## config.mk

```make
export PLATFORM = sky130hd
export DESIGN_NAME = rr_burst_arbiter_flat
export DESIGN_NICKNAME = d
export VERILOG_FILES = /design/src/rtl/rr_burst_arbiter_if.sv /design/src/rtl/rr_burst_arbiter.sv /design/src/flat_wrapper.sv
export SDC_FILE = /design/constraint.sdc
export NUM_CORES = 1
export LEC_CHECK = 0
export CAP_MARGIN = 5
export CORE_MARGIN = 3
export CORE_UTILIZATION = 48
export CTS_CLUSTER_SIZE = 16
export DETAILED_ROUTE_END_ITERATION = 7
export GPL_ROUTABILITY_DRIVEN = 0
export PLACE_DENSITY = 0.75
export SYNTH_ARGS = -nofsm -noshare
export SYNTH_HDL_FRONTEND = slang
export SYNTH_SLANG_ARGS = --single-unit
```

## constraint.sdc

```tcl
create_clock -name clk -period 2.2 [get_ports clk]
set_input_delay 0.44 -clock clk [delete_from_list [all_inputs] [get_ports clk]]
set_output_delay 0.44 -clock clk [all_outputs]
set_load 0.02 [all_outputs]
```

## src/rtl/rr_burst_arbiter_if.sv

```systemverilog
// Handshake bundle between the requesters, the shared burst resource and the arbiter.
// The slave modport is the arbiter's view; master is the requester/resource side.
interface rr_burst_arbiter_if #(
   parameter int NUM_REQ = 4,
   parameter int LEN_W   = 4
);
   localparam int ID_W = $clog2(NUM_REQ);

   logic [NUM_REQ-1:0]       req;
   logic [NUM_REQ*LEN_W-1:0] burst_len;
   logic                     res_ready;
   logic [NUM_REQ-1:0]       grant;
   logic [ID_W-1:0]          grant_id;
   logic                     busy;
   logic                     beat_last;
   logic                     done;
   logic                     timeout_err;

   modport master (
      output req, burst_len, res_ready,
      input  grant, grant_id, busy, beat_last, done, timeout_err
   );

   modport slave (
      input  req, burst_len, res_ready,
      output grant, grant_id, busy, beat_last, done, timeout_err
   );
endinterface

```

## src/rtl/rr_burst_arbiter.sv

```systemverilog
// Round-robin arbiter granting a shared burst port to one requester at a time,
// holding the grant until len+1 beats are accepted or a stall watchdog aborts.
module rr_burst_arbiter #(
   parameter int NUM_REQ = 4,
   parameter int LEN_W   = 4,
   parameter int TIMEOUT = 16
) (
   input  logic              clk,
   input  logic              reset,
   rr_burst_arbiter_if.slave bus
);
   localparam int ID_W    = $clog2(NUM_REQ);
   localparam int STALL_W = $clog2(TIMEOUT + 1);

   typedef enum logic {IDLE, BURST} state_t;

   state_t               state_q, state_d;
   logic [NUM_REQ-1:0]   grant_q, grant_d;
   logic [ID_W-1:0]      grant_id_q, grant_id_d;
   logic [ID_W-1:0]      ptr_q, ptr_d;
   logic [LEN_W-1:0]     len_q, len_d;
   logic [LEN_W-1:0]     beat_cnt_q, beat_cnt_d;
   logic [STALL_W-1:0]   stall_cnt_q, stall_cnt_d;
   logic                 done_q, done_d;
   logic                 timeout_q, timeout_d;
   logic                 beat_last;

   logic [LEN_W-1:0]     req_len [NUM_REQ];
   logic [ID_W:0]        cand_sum [NUM_REQ];
   logic [ID_W-1:0]      cand_idx [NUM_REQ];
   logic [ID_W-1:0]      win_idx;
   logic                 win_found;
   logic [STALL_W-1:0]   stall_inc;

   // cand_idx[k] is the requester examined k+1 places after the pointer, wrapping.
   for (genvar gi = 0; gi < NUM_REQ; gi++) begin : g_cand
      assign req_len[gi]  = bus.burst_len[gi*LEN_W +: LEN_W];
      assign cand_sum[gi] = {1'b0, ptr_q} + (ID_W+1)'(gi + 1);
      assign cand_idx[gi] = (cand_sum[gi] >= (ID_W+1)'(NUM_REQ))
                          ? ID_W'(cand_sum[gi] - (ID_W+1)'(NUM_REQ))
                          : ID_W'(cand_sum[gi]);
   end

   always_comb begin
      win_idx   = '0;
      win_found = |bus.req;
      for (int k = NUM_REQ - 1; k >= 0; k--) begin
         if (bus.req[cand_idx[k]]) begin
            win_idx = cand_idx[k];
         end
      end
   end

   assign stall_inc = stall_cnt_q + STALL_W'(1);

   always_comb begin
      state_d     = state_q;
      grant_d     = grant_q;
      grant_id_d  = grant_id_q;
      ptr_d       = ptr_q;
      len_d       = len_q;
      beat_cnt_d  = beat_cnt_q;
      stall_cnt_d = stall_cnt_q;
      done_d      = 1'b0;
      timeout_d   = 1'b0;
      beat_last   = 1'b0;
      case (state_q)
         IDLE: begin
            grant_d = '0;
            if (win_found) begin
               grant_d     = NUM_REQ'(1) << win_idx;
               grant_id_d  = win_idx;
               len_d       = req_len[win_idx];
               beat_cnt_d  = '0;
               stall_cnt_d = '0;
               state_d     = BURST;
            end
         end
         BURST: begin
            if (bus.res_ready) begin
               stall_cnt_d = '0;
               if (beat_cnt_q == len_q) begin
                  beat_last = 1'b1;
                  grant_d   = '0;
                  done_d    = 1'b1;
                  ptr_d     = grant_id_q;
                  state_d   = IDLE;
               end else begin
                  beat_cnt_d = beat_cnt_q + LEN_W'(1);
               end
            end else if (stall_inc == STALL_W'(TIMEOUT)) begin
               // Parking the pointer on the stalled requester demotes it next round.
               grant_d     = '0;
               timeout_d   = 1'b1;
               ptr_d       = grant_id_q;
               stall_cnt_d = '0;
               state_d     = IDLE;
            end else begin
               stall_cnt_d = stall_inc;
            end
         end
         default: state_d = IDLE;
      endcase
   end

   always_ff @(posedge clk or negedge reset) begin
      if (!reset) begin
         state_q     <= IDLE;
         grant_q     <= '0;
         grant_id_q  <= '0;
         ptr_q       <= ID_W'(NUM_REQ - 1);
         len_q       <= '0;
         beat_cnt_q  <= '0;
         stall_cnt_q <= '0;
         done_q      <= 1'b0;
         timeout_q   <= 1'b0;
      end else begin
         state_q     <= state_d;
         grant_q     <= grant_d;
         grant_id_q  <= grant_id_d;
         ptr_q       <= ptr_d;
         len_q       <= len_d;
         beat_cnt_q  <= beat_cnt_d;
         stall_cnt_q <= stall_cnt_d;
         done_q      <= done_d;
         timeout_q   <= timeout_d;
      end
   end

   assign bus.grant       = grant_q;
   assign bus.grant_id    = grant_id_q;
   assign bus.busy        = (state_q == BURST);
   assign bus.beat_last   = beat_last;
   assign bus.done        = done_q;
   assign bus.timeout_err = timeout_q;
endmodule

```

## src/flat_wrapper.sv

```systemverilog
// flat-port wrapper written by rule: the top's interface ports become plain ports
module rr_burst_arbiter_flat 
#(
   parameter int NUM_REQ = 4,
   parameter int LEN_W   = 4,
   parameter int TIMEOUT = 16
)
  (clk, reset, bus_req, bus_burst_len, bus_res_ready, bus_grant, bus_grant_id, bus_busy, bus_beat_last, bus_done, bus_timeout_err);
  rr_burst_arbiter_if #(.NUM_REQ(NUM_REQ), .LEN_W(LEN_W)) bus_i ();
  input  logic clk;
  input  logic reset;
  input wire logic [$bits(bus_i.req)-1:0] bus_req;
  input wire logic [$bits(bus_i.burst_len)-1:0] bus_burst_len;
  input wire logic [$bits(bus_i.res_ready)-1:0] bus_res_ready;
  output wire logic [$bits(bus_i.grant)-1:0] bus_grant;
  output wire logic [$bits(bus_i.grant_id)-1:0] bus_grant_id;
  output wire logic [$bits(bus_i.busy)-1:0] bus_busy;
  output wire logic [$bits(bus_i.beat_last)-1:0] bus_beat_last;
  output wire logic [$bits(bus_i.done)-1:0] bus_done;
  output wire logic [$bits(bus_i.timeout_err)-1:0] bus_timeout_err;
  assign bus_i.req = bus_req;
  assign bus_i.burst_len = bus_burst_len;
  assign bus_i.res_ready = bus_res_ready;
  assign bus_grant = bus_i.grant;
  assign bus_grant_id = bus_i.grant_id;
  assign bus_busy = bus_i.busy;
  assign bus_beat_last = bus_i.beat_last;
  assign bus_done = bus_i.done;
  assign bus_timeout_err = bus_i.timeout_err;
  rr_burst_arbiter #(.NUM_REQ(NUM_REQ), .LEN_W(LEN_W), .TIMEOUT(TIMEOUT)) u_core (.clk(clk), .reset(reset), .bus(bus_i));
endmodule
```

==> results of run 1 <==
cells by family (layout without fill, tap and decap cells):
kind of cell | Yosys count | after routing | synth area share (%)
buf+inv | 3 | 49 | 1.76
mux | 13 | 13 | 10.0
flops | 24 | 24 | 44.7
fa+ha+maj | 2 | 2 | 1.85
xor+xnor | 5 | 5 | 3.25
simple gates | 47 | 47 | 19.5
compound gates | 33 | 33 | 18.9
final cells by class:
cell class	instances	area (sq um)
multi-input combinational	100	728
fill	185	718
sequential	24	603
timing repair buffer	45	428
tap	30	37.5
clock inverter	1	30.0
clock buffer	3	22.5
worst paths after layout:
check	start	to	slack, ns
setup / recovery	u_core.beat_cnt_q[0]	bus_beat_last	0.11
hold / removal	reset	u_core.bus.grant_id[1]	0.42
setup reg to reg	u_core.len_q[3]	u_core.beat_cnt_q[1]	0.30
hold reg to reg	u_core.bus.grant[0]	u_core.bus.grant[0]	0.50
max in group asynchronous	reset	u_core.bus.busy	1.21
min in group clk	u_core.bus.grant[0]	u_core.bus.grant[0]	0.50
worst max-delay path, cell delays in order, from the launching register on:
cell and delay (ns):
dfrtp_1 0.43, xor2_1 0.21, nor4_2 0.33, and3_1 0.22
buf_4 0.14
through the flow:
step	TNS [ns]	std cells	util, %
final	0	203	72.0
after detailed placement	-0.00137	199	69.8
after CTS	0	203	72.2
after floorplan	0	127	-
after global routing	0	203	72.0
after global placement	0	199	69.8
repair_timing:
action | 4_1_cts | 5_1_grt
setup endpoints to repair | 1 | 1
resized for setup | 4 | 2
pin swaps | 0 | 2
hold endpoints to repair | 0 | 0
sequential cells by signal, summed over array words and instances, names as in the netlist:
signal                  cells
u_core.bus.timeout_err      1
u_core.ptr_q                2
u_core.bus.busy             1
u_core.bus.grant            4
u_core.bus.grant_id         2
u_core.len_q                4
u_core.stall_cnt_q          5
u_core.bus.done             1
u_core.beat_cnt_q           4
synthesized netlist by cell type (2+ instances only):
| library cell | count | area [sq um] |
|---|---|---|
| a21oi_1 | 5 | 25.0 |
| a22o_1 | 3 | 26.3 |
| a31oi_1 | 2 | 12.5 |
| dfrtp_1 | 22 | 551 |
| dfstp_2 | 2 | 52.6 |
| ha_1 | 2 | 25.0 |
| mux2_1 | 2 | 22.5 |
| mux2_2 | 2 | 22.5 |
| mux2i_1 | 9 | 90.1 |
| nand2_1 | 14 | 52.6 |
| nand2b_1 | 5 | 31.3 |
| nand3_1 | 2 | 10.0 |
| nand3b_1 | 2 | 15.0 |
| nand4_1 | 2 | 12.5 |
| nor2_1 | 5 | 18.8 |
| nor2b_1 | 2 | 12.5 |
| nor3_1 | 3 | 15.0 |
| o211ai_1 | 2 | 15.0 |
| o21ai_0 | 7 | 35.0 |
| or3_1 | 3 | 18.8 |
| xor2_1 | 4 | 35.0 |
power by group through the flow:
stage,Clock [mW],Combinational [mW],Sequential (mW)
after detailed placement,0,1.06,0.760
final,0.319,1.08,0.753
after global routing,0.339,1.18,0.779
after CTS,0.325,1.08,0.752
after floorplan,0,0.575,0.805
after global placement,0,1.03,0.748
layer usage:
| metal | vias to the layer above | GRT usage (%) | part of all wire [%] | routed length [microns] |
|---|---|---|---|---|
| met4 | 0 | 5.83 | 2.2 | 68 |
| met3 | 8 | 6.54 | 7.3 | 229 |
| met5 | - | 0 | 0 | 0 |
| met2 | 52 | 37.1 | 50 | 1560 |
| li1 | 565 | - | - | - |
| met1 | 541 | 24.4 | 41 | 1270 |
==> impl_metrics.py, run 1 <==
metrics = {
    "outcome": {
        "status": "complete, no violations",
    },
    "global_routing": {
        "grt_pass1_vias": 1198,
        "grt_max_degree": 16,
        "antenna_found_initial": 0,
        "grt_use_total_pct": 21.0,
        "grt_overflow": 0,
        "grt_first_pass_wirelength_microns": 5470,
    },
    "power_and_ir_drop": {
        "finalPower_mw": 2.15,
        "comb_power_share_pct": 50.1,
        "leakagePower_nw": 0.813,
        "pwr-share-clk_pct": 14.8,
        "internal-power_mw": 1.35,
        "p_sw_mw": 0.799,
        "p_seq_share_pct": 35.1,
        "power_density_nw_per_um2": 1160,
        "switching_share_pct": 37.2,
        "max-vdd-ir-drop_mv": 0.904,
    },
    "clock_tree": {
        "cts_tree": "built",
        "path_clk_slew_ns": 0.13,
        "post_cts.repair.setup_buffers": 0,
        "clk_latency_ns": 0.32,
        "clock_sinks": 24,
        "ctsLongestPathBuffers": 2,
        "cts_root_buf": "clkbuf_4",
        "cts_buffers": 3,
        "cts_hold_buf": 0,
        "htreeDepth": 1,
    },
    "finish": {
        "final_cell_mix": "clkdlybuf4s50_1, dfrtp_1, nand2_1",
        "layout.nets": 199,
        "fin_area_sq_um": 1850,
        "insertedDiodeCount": 0,
        "syn_to_final_growth_pct": 37.1,
        "drive_gt1_share_pct": 19.1,
        "final_common_cell": "clkdlybuf4s50_1",
    },
    "floorplan": {
        "start_util_pct": 52.5,
        "core.rowCount": 18,
        "die_area_sq_um": 3480,
        "core_region_area_sq_um": 2570,
        "die_w_microns": 59.0,
        "io_pins": 33,
        "die_y_microns": 59.0,
    },
    "route": {
        "drc_errors": 0,
        "firstDrtPassIters": 4,
        "ant_nets": 0,
        "wl_microns": 3120,
        "vias": 1166,
        "wl_per_cell_microns": 15.4,
        "drtIter0Drc": 46,
        "routed_via_density": 5.74,
    },
    "setup_path": {
        "end_kind": "output port",
        "cp.arrival_ns": 1.65,
        "critPathKind": "reg2out",
        "critPathLaunchType": "flop",
        "reg2regPathDepth": 5,
        "critical_path_required_ns": 1.76,
        "worstPathMaxFanout": 3,
    },
    "synth": {
        "ys_ff_latch": 24,
        "syn_area_per_cell_sq_um": 10.6,
        "mappedNetlistNets": 152,
        "yosysUniqueCellTypes": 48,
        "synth_top_flop_cell": "dfrtp_1",
        "ys_async_sr_fraction_pct": 100,
        "synth_edf_count": 0,
        "syn_area_sq_um": 1350,
        "yosys_warnings": 0,
        "ys_seq_area_share_pct": 44.7,
        "netlist_instances": 127,
    },
    "timing": {
        "fmax_mhz": 478,
        "setup_ws_ns": 0.108,
        "slew_headroom_pct": 65.9,
        "slew_viol_final": 0,
        "hold_violations": 0,
        "worst_slew_pin_slew_ns": 0.511,
        "rsz0062_at_grt": "false",
        "min_period_over_period_pct": 95.1,
        "fin_skew_ns": 0.00228,
        "holdWs_ns": 0.424,
        "setup_viol": 0,
        "timing.final.crit_period_ns": 2.09,
    },
    "worst_hold_path": {
        "hold_path_class": "in2async",
    },
    "placement": {
        "io_buffers": 32,
        "pre_cts_ws_ns": -0.00137,
        "place_area_sq_um": 1790,
        "dp_hpwl_microns": 2500,
    },
    "job": {
        "drv_cap": 0,
    },
}
No activity file was read; power rests on OpenSTA's default activity.
==> inputs of run 2 (changes only) <==
CORE_ASPECT_RATIO = 1.25   (was not set)
==> impl_metrics.py, run 2 (same netlist as run 1, synthesis figures left out) <==
metrics = {
    "power_and_ir_drop": {
        "comb_power_share_pct": 51.3,
        "leakagePower_nw": 0.789,
        "finalPower_mw": 1.97,
        "internal-power_mw": 1.20,
        "pwr-share-clk_pct": 10.5,
        "p_seq_share_pct": 38.2,
        "power_density_nw_per_um2": 1090,
        "max-vdd-ir-drop_mv": 0.652,
        "p_sw_mw": 0.775,
        "switching_share_pct": 39.3,
    },
    "finish": {
        "largest_reg_flops": 5,
        "drive_gt1_share_pct": 18.0,
        "layout.nets": 198,
        "utilization_pct": 70.7,
        "regMostFlops": "u_core.stall_cnt_q",
        "insertedDiodeCount": 0,
        "syn_to_final_growth_pct": 33.8,
        "final_common_cell": "clkdlybuf4s50_1",
        "final_cell_mix": "clkdlybuf4s50_1, dfrtp_1, nand2_1",
    },
    "global_routing": {
        "met3_usage_pct": 4.08,
        "use_met1_pct": 22.2,
        "grt_pass1_vias": 1207,
        "grt_overflow": 0,
        "grtUsageMet2_pct": 33.7,
        "grt_first_pass_wirelength_microns": 5170,
        "grt_use_total_pct": 19.4,
        "busiest_layer": "met2",
        "grt_max_degree": 25,
        "antenna_found_initial": 0,
    },
    "setup_path": {
        "slowest_stage": "dfrtp_1",
        "critPathKind": "reg2out",
        "path_cells": "xor2_1 -> nor4_2 -> and3_1 -> buf_2",
        "critPathLaunchType": "flop",
        "cp.arrival_ns": 1.61,
        "critPathBufInv": 1,
        "slowest_delay_ns": 0.42,
        "crit_family": "simple AND/OR/NAND/NOR gates",
        "critical_path_required_ns": 1.76,
        "end_kind": "output port",
        "worstPathMaxFanout": 2,
    },
    "route": {
        "wl_microns": 2940,
        "ant_nets": 0,
        "firstDrtPassIters": 4,
        "drc_errors": 0,
        "routed_via_density": 5.57,
        "drtIter0Drc": 17,
        "wl_per_cell_microns": 14.3,
        "vias": 1141,
    },
    "timing": {
        "slew_headroom_pct": 67.3,
        "worst_slew_pin_slew_ns": 0.490,
        "timing.final.crit_period_ns": 2.05,
        "holdWs_ns": 0.463,
        "fmax_mhz": 488,
        "setup_viol": 0,
        "slew_viol_final": 0,
        "hold_violations": 0,
        "rsz0062_at_grt": "false",
        "min_period_over_period_pct": 93.2,
        "fin_skew_ns": 0.00462,
        "tns_ns": 0,
        "setup_ws_ns": 0.149,
    },
    "floorplan": {
        "core_region_area_sq_um": 2550,
        "core.rowCount": 20,
        "die_w_microns": 53.4,
        "die_y_microns": 65.3,
        "start_util_pct": 52.8,
        "io_pins": 33,
        "die_area_sq_um": 3490,
    },
    "clock_tree": {
        "clock_sinks": 24,
        "clk_latency_ns": 0.32,
        "path_clk_slew_ns": 0.13,
        "cts_buffers": 3,
        "cts_root_buf": "clkbuf_4",
        "htreeDepth": 1,
        "cts_tree": "built",
        "cts_hold_buf": 0,
        "ctsLongestPathBuffers": 2,
        "post_cts.repair.setup_buffers": 0,
    },
    "outcome": {
        "status": "complete, no violations",
    },
    "placement": {
        "dp_hpwl_microns": 2330,
        "io_buffers": 32,
        "pre_cts_ws_ns": -0.00679,
    },
    "job": {
        "drv_cap": 0,
    },
    "worst_hold_path": {
        "hold_path_class": "in2async",
    },
}
==> run 2: cell count changes in the layout (fill, tap and decap cells not counted) <==
cell,before,now
bufinv_16,1,0
buf_4,13,12
buf_2,0,1
clkbuf_1,0,1
buf_12,1,0
==> run 2: cell type report <==
| cell class | instances | area, sq um |
|---|---|---|
| clock buffer | 4 | 26.3 |
| fill | 201 | 748 |
| multi-input combinational | 100 | 728 |
| sequential | 24 | 603 |
| tap | 33 | 41.3 |
| timing repair buffer | 44 | 405 |
==> run 2: worst reg2reg max path, stage by stage (launching register included) <==
cell and delay (ns):
dfrtp_1 0.42, xor2_1 0.20, nor4_2 0.31, buf_4 0.15, and2_1 0.16, o21ai_1 0.13, mux2_1 0.34
==> run 2: path summary, 6_finish.rpt <==
path / from / endpoint / slack [ns] / cells after the start
min in group clk: u_core.bus.grant[0] / u_core.bus.grant[0] / 0.50 / 1
setup / recovery: u_core.beat_cnt_q[0] / bus_beat_last / 0.15 / 4
setup reg to reg: u_core.beat_cnt_q[0] / u_core.ptr_q[1] / 0.44 / 6
hold / removal: reset / u_core.bus.timeout_err / 0.46 / 2
hold reg to reg: u_core.bus.grant[0] / u_core.bus.grant[0] / 0.50 / 1
max in group asynchronous: reset / u_core.ptr_q[0] / 1.45 / 2
==> run 2: power groups by stage <==
stage	combinational, mW	sequential, mW	clock, mW
final	1.01	0.754	0.207
after global routing	1.12	0.776	0.227
after CTS	1.03	0.753	0.209
after detailed placement	1.01	0.763	0
after global placement	0.990	0.749	0
after floorplan	0.575	0.805	0
==> run 2: timing repair <==
action	in CTS	in global routing
pin swaps	0	2
gates resized for setup	4	1
cloned	0	0
setup endpoints to repair	1	1
==> run 2: through the flow <==
step	area [sq um]	cells
floorplan	1350	127
global placement	1780	201
detailed placement	1780	201
CTS	1810	205
global route	1800	205
finish	1800	205
==> run 2: metal layers <==
| metal | vias to the layer above | share of wire [%] |
|---|---|---|
| met4 | 0 | 1.7 |
| li1 | 564 | - |
| met5 | - | 0 |
| met3 | 5 | 5.5 |
| met1 | 540 | 43 |
| met2 | 32 | 50 |
==> inputs of run 3 (changes only) <==
--- a/constraint.sdc
+++ b/constraint.sdc
@@ -3,2 +3,2 @@
 set_output_delay 0.44 -clock clk [all_outputs]
-set_load 0.02 [all_outputs]
+set_load 0.1 [all_outputs]
==> impl_metrics.py, run 3 (same netlist as run 1, synthesis figures left out) <==
metrics = {
    "clock_tree": {
        "cts_tree": "built",
        "cts_buffers": 3,
        "clk_latency_ns": 0.32,
        "htreeDepth": 1,
        "path_clk_slew_ns": 0.14,
        "clock_sinks": 24,
        "cts_root_buf": "clkbuf_4",
        "cts_hold_buf": 0,
        "ctsLongestPathBuffers": 2,
    },
    "floorplan": {
        "die_y_microns": 65.3,
        "die_w_microns": 53.4,
        "die_area_sq_um": 3490,
        "core.rowCount": 20,
        "start_util_pct": 52.8,
        "io_pins": 33,
        "core_region_area_sq_um": 2550,
    },
    "placement": {
        "io_buffers": 32,
        "pre_cts_ws_ns": 0.0225,
        "dp_hpwl_microns": 2260,
        "dp_cells": 195,
        "place_area_sq_um": 1720,
    },
    "finish": {
        "syn_to_final_growth_pct": 34.0,
        "utilization_pct": 70.8,
        "regMostFlops": "u_core.stall_cnt_q",
        "insertedDiodeCount": 0,
        "final_cell_count_no_fill": 202,
        "largest_reg_flops": 5,
        "layout.nets": 195,
        "fin_area_sq_um": 1810,
        "final_cell_mix": "clkdlybuf4s50_1, dfrtp_1, buf_4",
        "drive_gt1_share_pct": 23.7,
        "final_common_cell": "clkdlybuf4s50_1",
    },
    "global_routing": {
        "met3_usage_pct": 4.31,
        "grt_first_pass_wirelength_microns": 5130,
        "antenna_found_initial": 0,
        "grtUsageMet2_pct": 33.6,
        "grt_overflow": 0,
        "grt_max_degree": 25,
        "use_met1_pct": 21.2,
        "grt_pass1_vias": 1256,
        "busiest_layer": "met2",
        "grt_use_total_pct": 19.3,
    },
    "setup_path": {
        "critPathKind": "reg2out",
        "r2r_slack_ns": 0.36,
        "cp.arrival_ns": 1.71,
        "worstPathMaxFanout": 2,
        "end_kind": "output port",
        "critPathLaunchType": "flop",
        "critical_path_required_ns": 1.76,
    },
    "timing": {
        "slew_headroom_pct": 70.4,
        "fmax_mhz": 465,
        "setup_viol": 0,
        "slew_viol_final": 0,
        "min_period_over_period_pct": 97.8,
        "timing.final.crit_period_ns": 2.15,
        "worst_slew_pin_slew_ns": 0.443,
        "setup_ws_ns": 0.0487,
        "rsz0062_at_grt": "true",
        "tns_ns": 0,
        "hold_violations": 0,
        "holdWs_ns": 0.465,
        "fin_skew_ns": 0.0129,
    },
    "route": {
        "drtIter0Drc": 22,
        "drc_errors": 0,
        "routed_via_density": 5.71,
        "wl_microns": 2990,
        "wl_per_cell_microns": 14.8,
        "ant_nets": 0,
        "vias": 1153,
        "firstDrtPassIters": 4,
    },
    "power_and_ir_drop": {
        "power_density_nw_per_um2": 1370,
        "max-vdd-ir-drop_mv": 0.990,
        "finalPower_mw": 2.47,
        "leakagePower_nw": 0.802,
    },
    "worst_hold_path": {
        "hold_path_class": "in2async",
    },
    "outcome": {
        "status": "complete, no violations",
    },
    "job": {
        "drv_cap": 0,
    },
}
==> run 3: final cells by class <==
class | count | area, sq um
fill | 207 | 746
multi-input combinational | 100 | 733
sequential | 24 | 604
timing repair buffer | 41 | 375
tap | 33 | 41.3
clock inverter | 1 | 30.0
clock buffer | 3 | 22.5
==> run 3: critical path, cell delays in order (launching register included) <==
cell	delay (ns)
dfrtp_1	0.42
xor2_1	0.20
nor4_2	0.35
and3_4	0.25
buf_12	0.17
==> run 3: metal layers <==
| metal | vias up | share of wire, % |
|---|---|---|
| met1 | 551 | 43 |
| met3 | 4 | 6.2 |
| met4 | 0 | 1.3 |
| met5 | - | 0 |
| met2 | 40 | 50 |
| li1 | 558 | - |
==> run 3: worst paths after layout <==
path                                       start               endpoint  cells after the start
max                              u_core.len_q[3]          bus_beat_last                      4
min                                        reset  u_core.stall_cnt_q[1]                      2
max reg2reg                      u_core.len_q[3]        u_core.ptr_q[0]                      6
min reg2reg                u_core.stall_cnt_q[4]  u_core.stall_cnt_q[4]                      1
max in group asynchronous                  reset        u_core.ptr_q[1]                      2
min in group clk           u_core.stall_cnt_q[4]  u_core.stall_cnt_q[4]                      1
==> run 3: timing repair <==
action | 4_1_cts | 5_1_grt
endpoints found under the setup margin | 1 | 1
resized for setup | 1 | 1
pin swaps | 0 | 1
buffers inserted | 0 | 3
==> run 3: where the power goes <==
part	internal [mW]	switching, mW
Clock	0.184	0.137
Combinational	0.504	0.866
Sequential	0.610	0.168
Total	1.30	1.17
